==> src/rtl/fact_pkg.sv <==
// Shared constants for the factorization quiz: display state codes and question-ROM widths.
package fact_pkg;

  localparam int unsigned STATE_W   = 4;
  localparam int unsigned Q_W       = 7;
  localparam int unsigned DIGIT_W   = 4;
  localparam int unsigned IDX_W     = 4;
  localparam int unsigned ROM_DEPTH = 8;

  // Display state codes, also decoded by the 7-segment stage
  localparam logic [STATE_W-1:0] IDLE     = 4'd0;
  localparam logic [STATE_W-1:0] QUESTION = 4'd1;
  localparam logic [STATE_W-1:0] INPUT    = 4'd2;
  localparam logic [STATE_W-1:0] JUDGE    = 4'd3;
  localparam logic [STATE_W-1:0] RESULT   = 4'd4;
  localparam logic [STATE_W-1:0] FINISH   = 4'd5;

  typedef enum logic [STATE_W-1:0] {
    S_IDLE     = IDLE,
    S_QUESTION = QUESTION,
    S_INPUT    = INPUT,
    S_JUDGE    = JUDGE,
    S_RESULT   = RESULT,
    S_FINISH   = FINISH
  } state_e;

  // One question: binary value plus its decimal digits
  typedef struct packed {
    logic [Q_W-1:0]     q;
    logic [DIGIT_W-1:0] tens;
    logic [DIGIT_W-1:0] ones;
  } qentry_t;

endpackage

==> src/rtl/fact_qrom.sv <==
// Question ROM: value and pre-split decimal digits, so no divider is needed downstream.
module fact_qrom
  import fact_pkg::*;
#(
  parameter int unsigned Q_OVR = 0  // nonzero forces every entry to this value
) (
  input  logic [IDX_W-1:0]   index,
  output logic [Q_W-1:0]     q,
  output logic [DIGIT_W-1:0] tens,
  output logic [DIGIT_W-1:0] ones
);

  localparam logic [Q_W-1:0]     OVR_Q = Q_W'(Q_OVR);
  localparam logic [DIGIT_W-1:0] OVR_T = DIGIT_W'(Q_OVR / 10);
  localparam logic [DIGIT_W-1:0] OVR_O = DIGIT_W'(Q_OVR % 10);

  qentry_t entry_c;

  // Table lookup; indices 8..15 alias 0..7
  always_comb begin
    entry_c = '{q: 7'd12, tens: 4'd1, ones: 4'd2};
    case (index)
      4'd0, 4'd8:  entry_c = '{q: 7'd12, tens: 4'd1, ones: 4'd2};
      4'd1, 4'd9:  entry_c = '{q: 7'd15, tens: 4'd1, ones: 4'd5};
      4'd2, 4'd10: entry_c = '{q: 7'd21, tens: 4'd2, ones: 4'd1};
      4'd3, 4'd11: entry_c = '{q: 7'd35, tens: 4'd3, ones: 4'd5};
      4'd4, 4'd12: entry_c = '{q: 7'd49, tens: 4'd4, ones: 4'd9};
      4'd5, 4'd13: entry_c = '{q: 7'd27, tens: 4'd2, ones: 4'd7};
      4'd6, 4'd14: entry_c = '{q: 7'd77, tens: 4'd7, ones: 4'd7};
      default:     entry_c = '{q: 7'd91, tens: 4'd9, ones: 4'd1};
    endcase
    if (Q_OVR != 0) entry_c = '{q: OVR_Q, tens: OVR_T, ones: OVR_O};
  end

  assign q    = entry_c.q;
  assign tens = entry_c.tens;
  assign ones = entry_c.ones;

endmodule

==> src/rtl/fact_game_ctrl.sv <==
// Quiz sequencer: question display, timed input, iterative divisibility judge, result and score.
module fact_game_ctrl
  import fact_pkg::*;
#(
  parameter int unsigned NQ       = 8,
  parameter int unsigned TICK_DIV = 50_000_000,
  parameter int unsigned LIMIT    = 9,
  parameter int unsigned QSHOW    = 2,
  parameter int unsigned Q_OVR    = 0
) (
  input  logic       CLK,
  input  logic       nRST,
  input  logic       START,
  input  logic       ENTER,
  input  logic [3:0] SW,
  output logic [3:0] STATE,
  output logic [3:0] QUE_T,
  output logic [3:0] QUE_O,
  output logic [3:0] DIN,
  output logic [3:0] SCORE,
  output logic [3:0] TIME_LEFT,
  output logic       LED_OK,
  output logic       LED_NG
);

  localparam int unsigned DIV_W  = (TICK_DIV > 1) ? $clog2(TICK_DIV) : 1;
  localparam int unsigned QCNT_W = (QSHOW > 1) ? $clog2(QSHOW) : 1;

  state_e               state_q, state_d;
  logic [DIV_W-1:0]     div_q;
  logic [QCNT_W-1:0]    qcnt_q, qcnt_d;
  logic [IDX_W-1:0]     idx_q, idx_d;
  logic [Q_W-1:0]       q_q, q_d;
  logic [Q_W-1:0]       rem_q, rem_d;
  logic [DIGIT_W-1:0]   que_t_q, que_t_d, que_o_q, que_o_d;
  logic [DIGIT_W-1:0]   din_q, din_d, score_q, score_d, time_q, time_d;
  logic                 ok_q, ok_d, ng_q, ng_d;

  logic                 tick_c;
  logic [IDX_W-1:0]     rom_idx_c;
  logic [Q_W-1:0]       rom_q_c;
  logic [DIGIT_W-1:0]   rom_t_c, rom_o_c;
  logic [Q_W-1:0]       din_ext_c;
  logic                 din_bad_c;

  assign tick_c    = (div_q == DIV_W'(TICK_DIV - 1));
  // Only RESULT advances to a later question; every other load is question 0
  assign rom_idx_c = (state_q == S_RESULT) ? idx_q + IDX_W'(1) : '0;
  assign din_ext_c = Q_W'(din_q);
  assign din_bad_c = (din_q < 4'd2) || (din_q > 4'd9) || (din_ext_c >= q_q);

  fact_qrom #(.Q_OVR(Q_OVR)) u_qrom (
    .index (rom_idx_c),
    .q     (rom_q_c),
    .tens  (rom_t_c),
    .ones  (rom_o_c)
  );

  // Free-running 1 s tick divider, never realigned by game events
  always_ff @(posedge CLK or negedge nRST) begin
    if (!nRST)       div_q <= '0;
    else if (tick_c) div_q <= '0;
    else             div_q <= div_q + DIV_W'(1);
  end

  // State and datapath registers
  always_ff @(posedge CLK or negedge nRST) begin
    if (!nRST) begin
      state_q <= S_IDLE;
      qcnt_q  <= '0;
      idx_q   <= '0;
      q_q     <= '0;
      rem_q   <= '0;
      que_t_q <= '0;
      que_o_q <= '0;
      din_q   <= '0;
      score_q <= '0;
      time_q  <= DIGIT_W'(LIMIT);
      ok_q    <= 1'b0;
      ng_q    <= 1'b0;
    end else begin
      state_q <= state_d;
      qcnt_q  <= qcnt_d;
      idx_q   <= idx_d;
      q_q     <= q_d;
      rem_q   <= rem_d;
      que_t_q <= que_t_d;
      que_o_q <= que_o_d;
      din_q   <= din_d;
      score_q <= score_d;
      time_q  <= time_d;
      ok_q    <= ok_d;
      ng_q    <= ng_d;
    end
  end

  // Next-state and datapath update
  always_comb begin
    state_d = state_q;
    qcnt_d  = qcnt_q;
    idx_d   = idx_q;
    q_d     = q_q;
    rem_d   = rem_q;
    que_t_d = que_t_q;
    que_o_d = que_o_q;
    din_d   = din_q;
    score_d = score_q;
    time_d  = time_q;
    ok_d    = ok_q;
    ng_d    = ng_q;

    case (state_q)
      S_IDLE, S_FINISH: begin
        if (START) begin
          idx_d   = '0;
          score_d = '0;
          q_d     = rom_q_c;
          que_t_d = rom_t_c;
          que_o_d = rom_o_c;
          qcnt_d  = '0;
          ok_d    = 1'b0;
          ng_d    = 1'b0;
          state_d = S_QUESTION;
        end
      end

      S_QUESTION: begin
        if (tick_c) begin
          if (qcnt_q == QCNT_W'(QSHOW - 1)) begin
            time_d  = DIGIT_W'(LIMIT);
            state_d = S_INPUT;
          end else begin
            qcnt_d = qcnt_q + QCNT_W'(1);
          end
        end
      end

      S_INPUT: begin
        if (tick_c && time_q != '0) time_d = time_q - DIGIT_W'(1);
        // An answer on the expiring tick still wins over the timeout
        if (ENTER) begin
          din_d   = SW;
          rem_d   = q_q;
          state_d = S_JUDGE;
        end else if (tick_c && time_q <= DIGIT_W'(1)) begin
          ng_d    = 1'b1;
          state_d = S_RESULT;
        end
      end

      S_JUDGE: begin
        if (din_bad_c) begin
          ng_d    = 1'b1;
          state_d = S_RESULT;
        end else if (rem_q >= din_ext_c) begin
          rem_d = rem_q - din_ext_c;
        end else begin
          if (rem_q == '0) begin
            ok_d = 1'b1;
            if (score_q != 4'hF) score_d = score_q + DIGIT_W'(1);
          end else begin
            ng_d = 1'b1;
          end
          state_d = S_RESULT;
        end
      end

      S_RESULT: begin
        if (tick_c) begin
          ok_d = 1'b0;
          ng_d = 1'b0;
          if (idx_q == IDX_W'(NQ - 1)) begin
            state_d = S_FINISH;
          end else begin
            idx_d   = idx_q + IDX_W'(1);
            q_d     = rom_q_c;
            que_t_d = rom_t_c;
            que_o_d = rom_o_c;
            qcnt_d  = '0;
            state_d = S_QUESTION;
          end
        end
      end

      default: state_d = S_IDLE;
    endcase
  end

  assign STATE     = state_q;
  assign QUE_T     = que_t_q;
  assign QUE_O     = que_o_q;
  assign DIN       = din_q;
  assign SCORE     = score_q;
  assign TIME_LEFT = time_q;
  assign LED_OK    = ok_q;
  assign LED_NG    = ng_q;

endmodule

==> config.mk <==
export PLATFORM = sky130hd
export DESIGN_NAME = fact_game_ctrl
export DESIGN_NICKNAME = d
export VERILOG_FILES = /design/src/rtl/fact_pkg.sv /design/src/rtl/fact_qrom.sv /design/src/rtl/fact_game_ctrl.sv
export SDC_FILE = /design/constraint.sdc
export NUM_CORES = 1
export LEC_CHECK = 0
export ABC_AREA = 1
export BUFFER_PORTS_ARGS = -buffer_cell sky130_fd_sc_hd__buf_2
export CAP_MARGIN = 30
export CORE_ASPECT_RATIO = 1.25
export CORE_MARGIN = 2
export CORE_UTILIZATION = 55
export CTS_BUF_LIST = sky130_fd_sc_hd__clkbuf_16
export CTS_CLUSTER_DIAMETER = 60
export DETAILED_ROUTE_END_ITERATION = 8
export MAX_ROUTING_LAYER = met4
export PLACE_DENSITY_LB_ADDON = 0.2
export SYNTH_ARGS = -nofsm -noshare
export SYNTH_HDL_FRONTEND = slang
export SYNTH_SLANG_ARGS = --single-unit
==> constraint.sdc <==
create_clock -name CLK -period 2.5 [get_ports CLK]
set_clock_uncertainty 0.1 [all_clocks]
set_input_delay 0 -clock CLK [delete_from_list [all_inputs] [get_ports CLK]]
set_output_delay 0 -clock CLK [all_outputs]
set_load 0.01 [all_outputs]
After elaboration in Yosys (flattened, before gate mapping)
Memories as Yosys holds them, arrays and structs flattened. Index checks and enable logic that the tools add are counted.

ROM bits: 240. Bits in registers: 71. Output and inout bits: 26. Word-level logic and storage cells: 132. Bits of input ports: 8. Memories: 1.

$add $sub $neg: 6. $lt $le $gt $ge: 5. Reduce and logical (&&, ||, !) cells: 24. Multiplexer cells: 58. Equal/unequal tests: 25.

Memories: (no name shown) (depth 16, bits a word 15, read ports 1, clocked after memory_dff 0, wr ports 0, RTL line fact_qrom.sv:22) `case (index)`.

Operators with widths (count): two-way mux 4 bit (25); two-way mux 7 bit (6); one-hot mux 4 bit (2 select lines) (5); != test 2 bit (second input constant) (14); one-hot mux 7 bit (2 select lines) (2); adder 26 x 1 -> 26 bit (second input constant) (1); == test 26 bit (second input constant) (1); two-way mux 26 bit (1); one-hot mux 4 bit (5 select lines) (1); AND reduction 6 bit (3); two-way mux 1 bit (14); == test 4 x 3 -> 1 bit (second input constant) (3); AND reduction 4 bit (3); != test 3 bit (second input constant) (3); adder 4 x 1 -> 4 bit (second input constant) (2); == test 4 x 2 -> 1 bit (second input constant) (2); nonzero test 2 bit (4); nonzero test 4 bit (2); greater-or-equal comparator 4 x 7 -> 1 bit (1); greater-or-equal comparator 7 x 4 -> 1 bit (1); zero test 7 bit (1); AND reduction 7 bit (1); subtractor 7 x 4 -> 7 bit (1); one-hot mux 1 bit (3 select lines) (2); other kinds (16) (19).

Depth between registers and ports, before layout
Gate-level depths: netlist of the first run.

Depth after elaboration: 6. Mapped depth: 14. Mapped depth without buffers: 14.

Cells and area by module
From an unflattened synthesis of the first run, not the netlist that was laid out.

Cell total of the unflattened synthesis: 612. Area, all modules: 4360.4 um2.

By module, submodules not included: fact_game_ctrl (area each 4141.5 um2, cells an instance 571, seq. area each 1754.2 um2, instances 1); fact_qrom (area each 219.0 um2, cells an instance 41, seq. area each 0.0 um2, instances 1).

Worst setup path before layout of the first run
No wires, ideal clock.

Path type: register -> register. From: register din_q[2], in the netlist DIN[2]. To: register score_q[0], in the netlist SCORE[0]. Arrival time: 1.740 ns. Slack: 0.531 ns. Data required time: 2.271 ns. Cell stages (with the launch flop): 11. Clock period less this slack: 1.969 ns. Setup time: 0.129 ns. Path buffers: 0. Cells stage by stage: dfrtp_1 -> inv_1 -> ha_1 -> a21oi_1 -> nand2_1 -> nand2_1 -> nand2_1 -> o21ai_0 -> nand4_1 -> nand2_1 -> o21ai_0.

Word-level cells in the longest chain between the ends: 5. Elaborated cells between the ends (all ways): 9. Classes of those cells: order compare (4); eq/ne (2); reduce/logical (3).

RTL lines: from (decl) (RTL line fact_game_ctrl.sv:36) `logic [DIGIT_W-1:0] din_q, din_d, score_q, score_d, time_q, time_d;`; from (signal assigned) (RTL line fact_game_ctrl.sv:89) `din_q <= din_d;`; branches (longest 4 deep; another with greater-or-equal comparator 4 x 7 -> 1 bit); AND reduction 6 bit (no source line) *; to (signal assigned) (RTL line fact_game_ctrl.sv:90) `score_q <= score_d;`; to (decl) (RTL line fact_game_ctrl.sv:36).

Every way passes the cells marked *. A chain may end at the register's enable or synchronous reset.

Worst setup path in the final report of the first run
From: register din_q[2], in the netlist DIN[2]. To: register score_q[3], in the netlist SCORE[3].

Same word-level chain as after synthesis.

==> results.ini, run 1 <==
[setup_path]
critPathMaxFanout=8
rr_worst_depth=10
cp_data_required_time_ps=2600
rrSetupSlack_ps=320
critPathLaunchType=flop
r2r_end=SCORE[3]
cp-end-kind=flop
crit_start=DIN[2]
critPathKind=reg2reg
critical_path_arrival_ps=2280
crit_end=SCORE[3]
r2r-start=DIN[2]

[clocking]
post_cts_buffers=0
cts_tree=yes
clk_path_buf_depth=2
cts_root_buf=clkbuf_16
insertion_delay_ps=330
cts-resized-gates=0
clk_pin_slew_ps=60
htree_num_levels=3
clkSinkCount=68
cts_inserted_buffers=9

[floorplan]
dieArea_sq_um=8387
die_h_microns=101.9
die_w_microns=82.32
start_util=0.5697
core-area_sq_um=7401
num_io_pins=34
num_rows=35

[routing]
wl_mm=9.690
ant_nets=0
vias=3660
wl_per_cell_microns=13.84
drt_iter0_markers=141
dr.pass1.iters=4
drc=0
via_per_inst=5.229

[placed_design]
place_area_sq_um=4469
place_ws_ps=349.2
dp_hpwl_mm=7.162
portBuffers=32
gp_congestion=0.9487

[global_route]
track_usage=0.2678
grt_pass1_wl_mm=16.48
grt_pass1_vias=3654
grt_overflow=0
antenna_found_initial=0
grt_max_degree=69

[synth]
synth_top_family_by_area=simple AND/OR/NAND/NOR gates
synth_compound_area_frac=0.09436
synth_top_area_share=0.3917
synthesis.area_sq_um=4217
yosysMostFrequentCell=nand2_1
synth_xor_xnor_area_share=0.03947
yosys-top-cells-count=nand2_1 (152), inv_1 (68), nor2_1 (68)
ys_warn_count=0
syn_nets=588
synth-seq-area-share=0.4042
yosysTopAreaCell=dfrtp_1
synthTopCellsByArea=dfrtp_1 (39%), nand2_1 (14%), inv_1 (6.1%)
synth_seq_cells=68
synth_edf_count=0
post_synth_mux_area_share=0
avgSynthCellArea_sq_um=7.530
synth-adder-area-share=0.06113
synthFlopType=dfrtp_1
postSynthCellCount=560
yosys.area_share.simple=0.3178
ys_types=41
async_reset_ff_frac=1.000

[flow_run]
cap_violations=0

[sta]
tns_ps=0
fin_ws_ps=323.3
fmax_mhz=459.4
grt_setup_unrepaired=no
fin_crit_sh=0.8707
finalSetupViolations=0
whs_ps=20.85
fin_crit_ps=2177
slew_viol_final=0
hold_viol=0

[layout]
layout-drive-gt1-share=0.1563
area_growth_pct=15.46
nNetsFinal=631
fill_cells=637
diodes=0
final_cell_area_sq_um=4868

[power]
p_sw_uw=1996
netSwitchingFraction=0.4022
peakVddDrop_uv=733.4
p_seq_frac=0.305
pwr-share-clk=0.298
internal_power_uw=2967
power.density_nw_per_um2=1019
p_leak_uw=0.002585
power_frac_comb=0.397

[min_path]
min_path_type=in2reg

[run_status]
status=complete, no violations

per-layer routing:
| layer | GRT usage | part of all wire | up-vias |
|---|---|---|---|
| met1 | 0.2848 | 0.40 | 1683 |
| met2 | 0.4622 | 0.52 | 77 |
| met4 | 0.1397 | 0.049 | 0 |
| met5 | - | 0 | - |
| met3 | 0.05300 | 0.033 | 38 |
| li1 | - | - | 1862 |
how the worst min path moves through the flow:
stage,startpoint,to,slack (ps),cells past startpoint
after floorplan,nRST,DIN[0],-400,0
after global placement,nRST,div_q[19],-50,2
after detailed placement,nRST,div_q[19],-50,2
after CTS,ENTER,STATE[2],10,6
after global routing,ENTER,STATE[2],80,6
final,ENTER,STATE[2],20,6
final cells by class:
class	instances	area, sq um	area share
repair buffers	40	245.2	0.05037
clock buffers	9	225.2	0.04626
flip-flops and latches	68	1704	0.3500
clock inverters	7	123.9	0.02544
inverters	75	289.0	0.05937
multi-input cells	409	2166	0.4449
well taps	92	115.1	0.02364
placed cells by master, fill, tap and decap left out, drive strengths merged, types with 6 or more instances in the layout:
master,instances
nand4,9
nand3,35
ha,19
buf,35
a21oi,15
nand2,161
xor2,15
o21ai,44
dfrtp,66
nor2,76
or2,6
inv,76
clkbuf,9
nor3,11
sequential cells by signal (all words and copies together) (netlist names):
name and cells:
LED_OK 1, TIME_LEFT 4, q_q 6, DIN 4
rem_q 7, LED_NG 1, QUE_T 4, div_q 26
STATE 3, idx_q 4, QUE_O 3, qcnt_q 1
SCORE 4
power by group through the flow:
stage,logic [uW],registers (uW),clock network [uW]
after floorplan,1490,1530,0
after global placement,1910,1520,0
after detailed placement,1950,1530,0
after CTS,1980,1510,1510
after global routing,2280,1540,1550
final,1970,1510,1480
logic make-up (layout without fill, tap and decap cells):
group,Yosys count,after routing
AO/OA/AOI/OAI,67,67
XOR/XNOR,19,19
adder cells (fa/ha/maj),20,20
buffers and inverters,83,131
flip-flops,68,68
other,1,1
AND/OR/NAND/NOR,302,302
worst max-delay path: stages (launching register included):
cell and delay [ps]:
dfrtp_1 390, inv_1 70, ha_1 350, a21oi_1 200
nand2_1 100, nand2_1 60, nand2_1 50, o21ai_0 210
nand4_1 280, nand2_1 130, o21ai_0 100
through the flow:
step | power (uW) | instances | utilization
floorplan | 3018 | 560 | -
global placement | 3434 | 679 | 0.6039
detailed placement | 3483 | 679 | 0.6039
CTS | 5000 | 700 | 0.6578
global route | 5368 | 700 | 0.6578
finish | 4963 | 700 | 0.6578
timing repair:
item,CTS,global route
setup endpoints to repair,0,0
hold endpoints to repair,72,0
hold buffers,5,0
Power figures use the tool's default switching activity.
==> run 2: changes to the inputs <==
--- a/config.mk
+++ b/config.mk
@@ -5,7 +5,6 @@
 export SDC_FILE = /design/constraint.sdc
 export NUM_CORES = 1
 export LEC_CHECK = 0
-export ABC_AREA = 1
 export BUFFER_PORTS_ARGS = -buffer_cell sky130_fd_sc_hd__buf_2
 export CAP_MARGIN = 30
 export CORE_ASPECT_RATIO = 1.25
==> constraint.sdc (replaced) <==
create_clock -name CLK -period 2.5 [get_ports CLK]
set_clock_uncertainty 0.1 [all_clocks]
set_input_delay 0.5 -clock CLK [delete_from_list [all_inputs] [get_ports CLK]]
set_output_delay 0.5 -clock CLK [all_outputs]
set_load 0.01 [all_outputs]
==> run 2 against run 1 <==
Largest cell class unchanged; synthesized cell count is 24% lower; critical endpoint is now idx_q[2]; die area is 9.3% lower; combinational power is 7% lower; worst hold slack better by 32 ps; fmax is 8.5% lower; core utilization is 3.0 points higher.
==> results.ini, run 2 <==
[layout]
nNetsFinal=506
regArea_sq_um=1704
top_register=div_q
layout_common_cells=dfrtp_1 (66), nor2_1 (52), nand2_1 (44)
diodes=0
final_common_cell=dfrtp_1
multi_input_area_sq_um=1958
layout-drive-gt1-share=0.1843
fill_cells=526
largest_reg_flops=26
reg.largest.list=div_q (26), rem_q (7), q_q (6)
area_growth_pct=20.11

[synth]
synthFlopType=dfrtp_1
synth_top_area_share=0.4338
yosys-top-cells-count=dfrtp_1 (66), nor2_1 (52), nand2_1 (44)
synth_seq_cells=68
syn_nets=453
synthesis.area_sq_um=3807
synth-seq-area-share=0.4476
synthTopCellsByArea=dfrtp_1 (43%), ha_1 (6.2%), nor2_1 (5.1%)
ys_warn_count=0
ys_types=50
async_reset_ff_frac=1.000
yosysMostFrequentCell=dfrtp_1
synth_edf_count=0
yosysTopAreaCell=dfrtp_1
postSynthCellCount=425
avgSynthCellArea_sq_um=8.959

[power]
power_frac_comb=0.381
pwr-share-clk=0.298
internal_power_uw=3080
fin_total_pwr_uw=4837
p_seq_frac=0.321
netSwitchingFraction=0.3633
power.density_nw_per_um2=1058
p_sw_uw=1757
p_leak_uw=0.002113
peakVddDrop_uv=499.0

[setup_path]
rrSetupSlack_ps=120
critical_path_arrival_ps=2490
crit_buf_inv=1
rr_worst_depth=7
cp_data_required_time_ps=2610
critPathMaxFanout=7
critPathMaxStageDelay_ps=560
critPathSlowestCell=or4_4
cp.depth=7
worstPathCellList=ha_1, and4_2, nand3_2, or4_4, o31ai_4, buf_6, mux2_2
cp_top_family=simple AND/OR/NAND/NOR gates
critPathKind=reg2reg
cp-end-kind=flop
critPathLaunchType=flop

[floorplan]
dieArea_sq_um=7608
num_rows=33
num_io_pins=34
core-area_sq_um=6648
start_util=0.5727
die_h_microns=97.02
die_w_microns=78.42

[global_route]
grt_overflow=0
grt_pass1_vias=3213
grt_pass1_wl_mm=14.45
antenna_found_initial=0
grt_max_degree=46
track_usage=0.2434

[sta]
slew_viol_final=0
finalSetupViolations=0
slew_headroom=0.6242
tns_ps=0
fmax_mhz=420.3
worstMarginPinSlew_ps=563.6
fin_crit_ps=2379
hold_viol=0
fin_crit_sh=0.9518

[routing]
ant_nets=0
dr.pass1.iters=4
vias=3198
drc=0
via_per_inst=5.611
wl_mm=8.078
drt_iter0_markers=172
wl_per_cell_microns=14.17

[min_path]
min_path_type=in2async

[clocking]
clk_path_buf_depth=2
cts_inserted_buffers=9
cts_root_buf=clkbuf_16
clk_pin_slew_ps=60
clkSinkCount=68
postCtsHoldBufs=0
cts_tree=yes
htree_num_levels=3
insertion_delay_ps=330

[placed_design]
dp_hpwl_mm=5.868
gp_congestion=0.8782
portBuffers=32

[run_status]
status=complete, no violations

[flow_run]
cap_violations=0

-- run 2: changes by cell type after synthesis, sizes merged, moves of 6 or more --
cell	delta
clkbuf	+7
o21ai	-10
nand2b	+6
a21oi	+11
nor2	-24
inv	-49
nand2	-117
nor4	+6
nand3	-15
xnor2	+8
-- run 2: per-stage QoR --
step             util  hold WS (ps)  setup WS (ps)  area (sq um)  std cells
5_1_grt        0.6879         117.2        -0.6122          4573        570
2_1_floorplan       -         104.4          60.32          3807        425
6_report       0.6879         52.81          120.6          4573        570
4_1_cts        0.6819         73.30          85.19          4533        568
3_5_place_dp   0.6285         382.4         -47.03          4178        550
3_3_place_gp   0.6285         379.9          31.94          4178        550
-- run 2: worst reg2reg max path, delay by kind of cell, from the launching register on --
kind,cells,cell delay [ps]
AO/OA/AOI/OAI,1,220
adder cells (fa/ha/maj),1,170
buffers and inverters,1,160
flip-flops,1,360
multiplexers,1,330
AND/OR/NAND/NOR,3,920
-- run 2: final cells by class --
cell class              count  area share
clock buffers               9     0.04925
clock inverters             7     0.02517
inverters                  26     0.02134
multi-input cells         316      0.4282
flip-flops and latches     68      0.3726
well taps                  87     0.02380
repair buffers             57     0.07962
-- run 2: cell families after synthesis --
| group | Yosys count | synth area share |
|---|---|---|
| simple gates | 172 | 0.2162 |
| compound gates | 90 | 0.1430 |
| flops | 68 | 0.4476 |
| buf+inv | 41 | 0.04535 |
| xor+xnor | 27 | 0.06211 |
| fa+ha+maj | 20 | 0.06770 |
| mux | 6 | 0.01709 |
| other cells | 1 | 0.0009849 |
-- run 2: final timing paths --
check,start,to
hold / removal,nRST,DIN[3]
setup / recovery,div_q[1],idx_q[2]
max in group asynchronous,nRST,TIME_LEFT[0]
min in group CLK,SW[3],DIN[3]
hold reg to reg,QUE_O[2],QUE_O[2]
setup reg to reg,div_q[1],idx_q[2]
-- run 2: timing repair --
item,CTS,global route
resized for setup,0,6
setup endpoints to repair,13,19
setup buffers,2,2
pin swaps,1,0
-- run 2: power by group through the flow --
| stage | clock, uW | sequential, uW | combinational, uW |
|---|---|---|---|
| after floorplan | 0 | 1530 | 1260 |
| after global placement | 0 | 1570 | 1710 |
| after detailed placement | 0 | 1570 | 1760 |
| after CTS | 1470 | 1550 | 1790 |
| after global routing | 1520 | 1590 | 2100 |
| final | 1440 | 1550 | 1840 |
-- run 2: routing by layer --
layer  GRT usage  share of wire  vias up
met1      0.2874           0.42     1538
met5           -              0        -
met2      0.4085           0.53       56
met4      0.1134          0.029        0
met3     0.03451          0.026       16
li1            -              -     1588
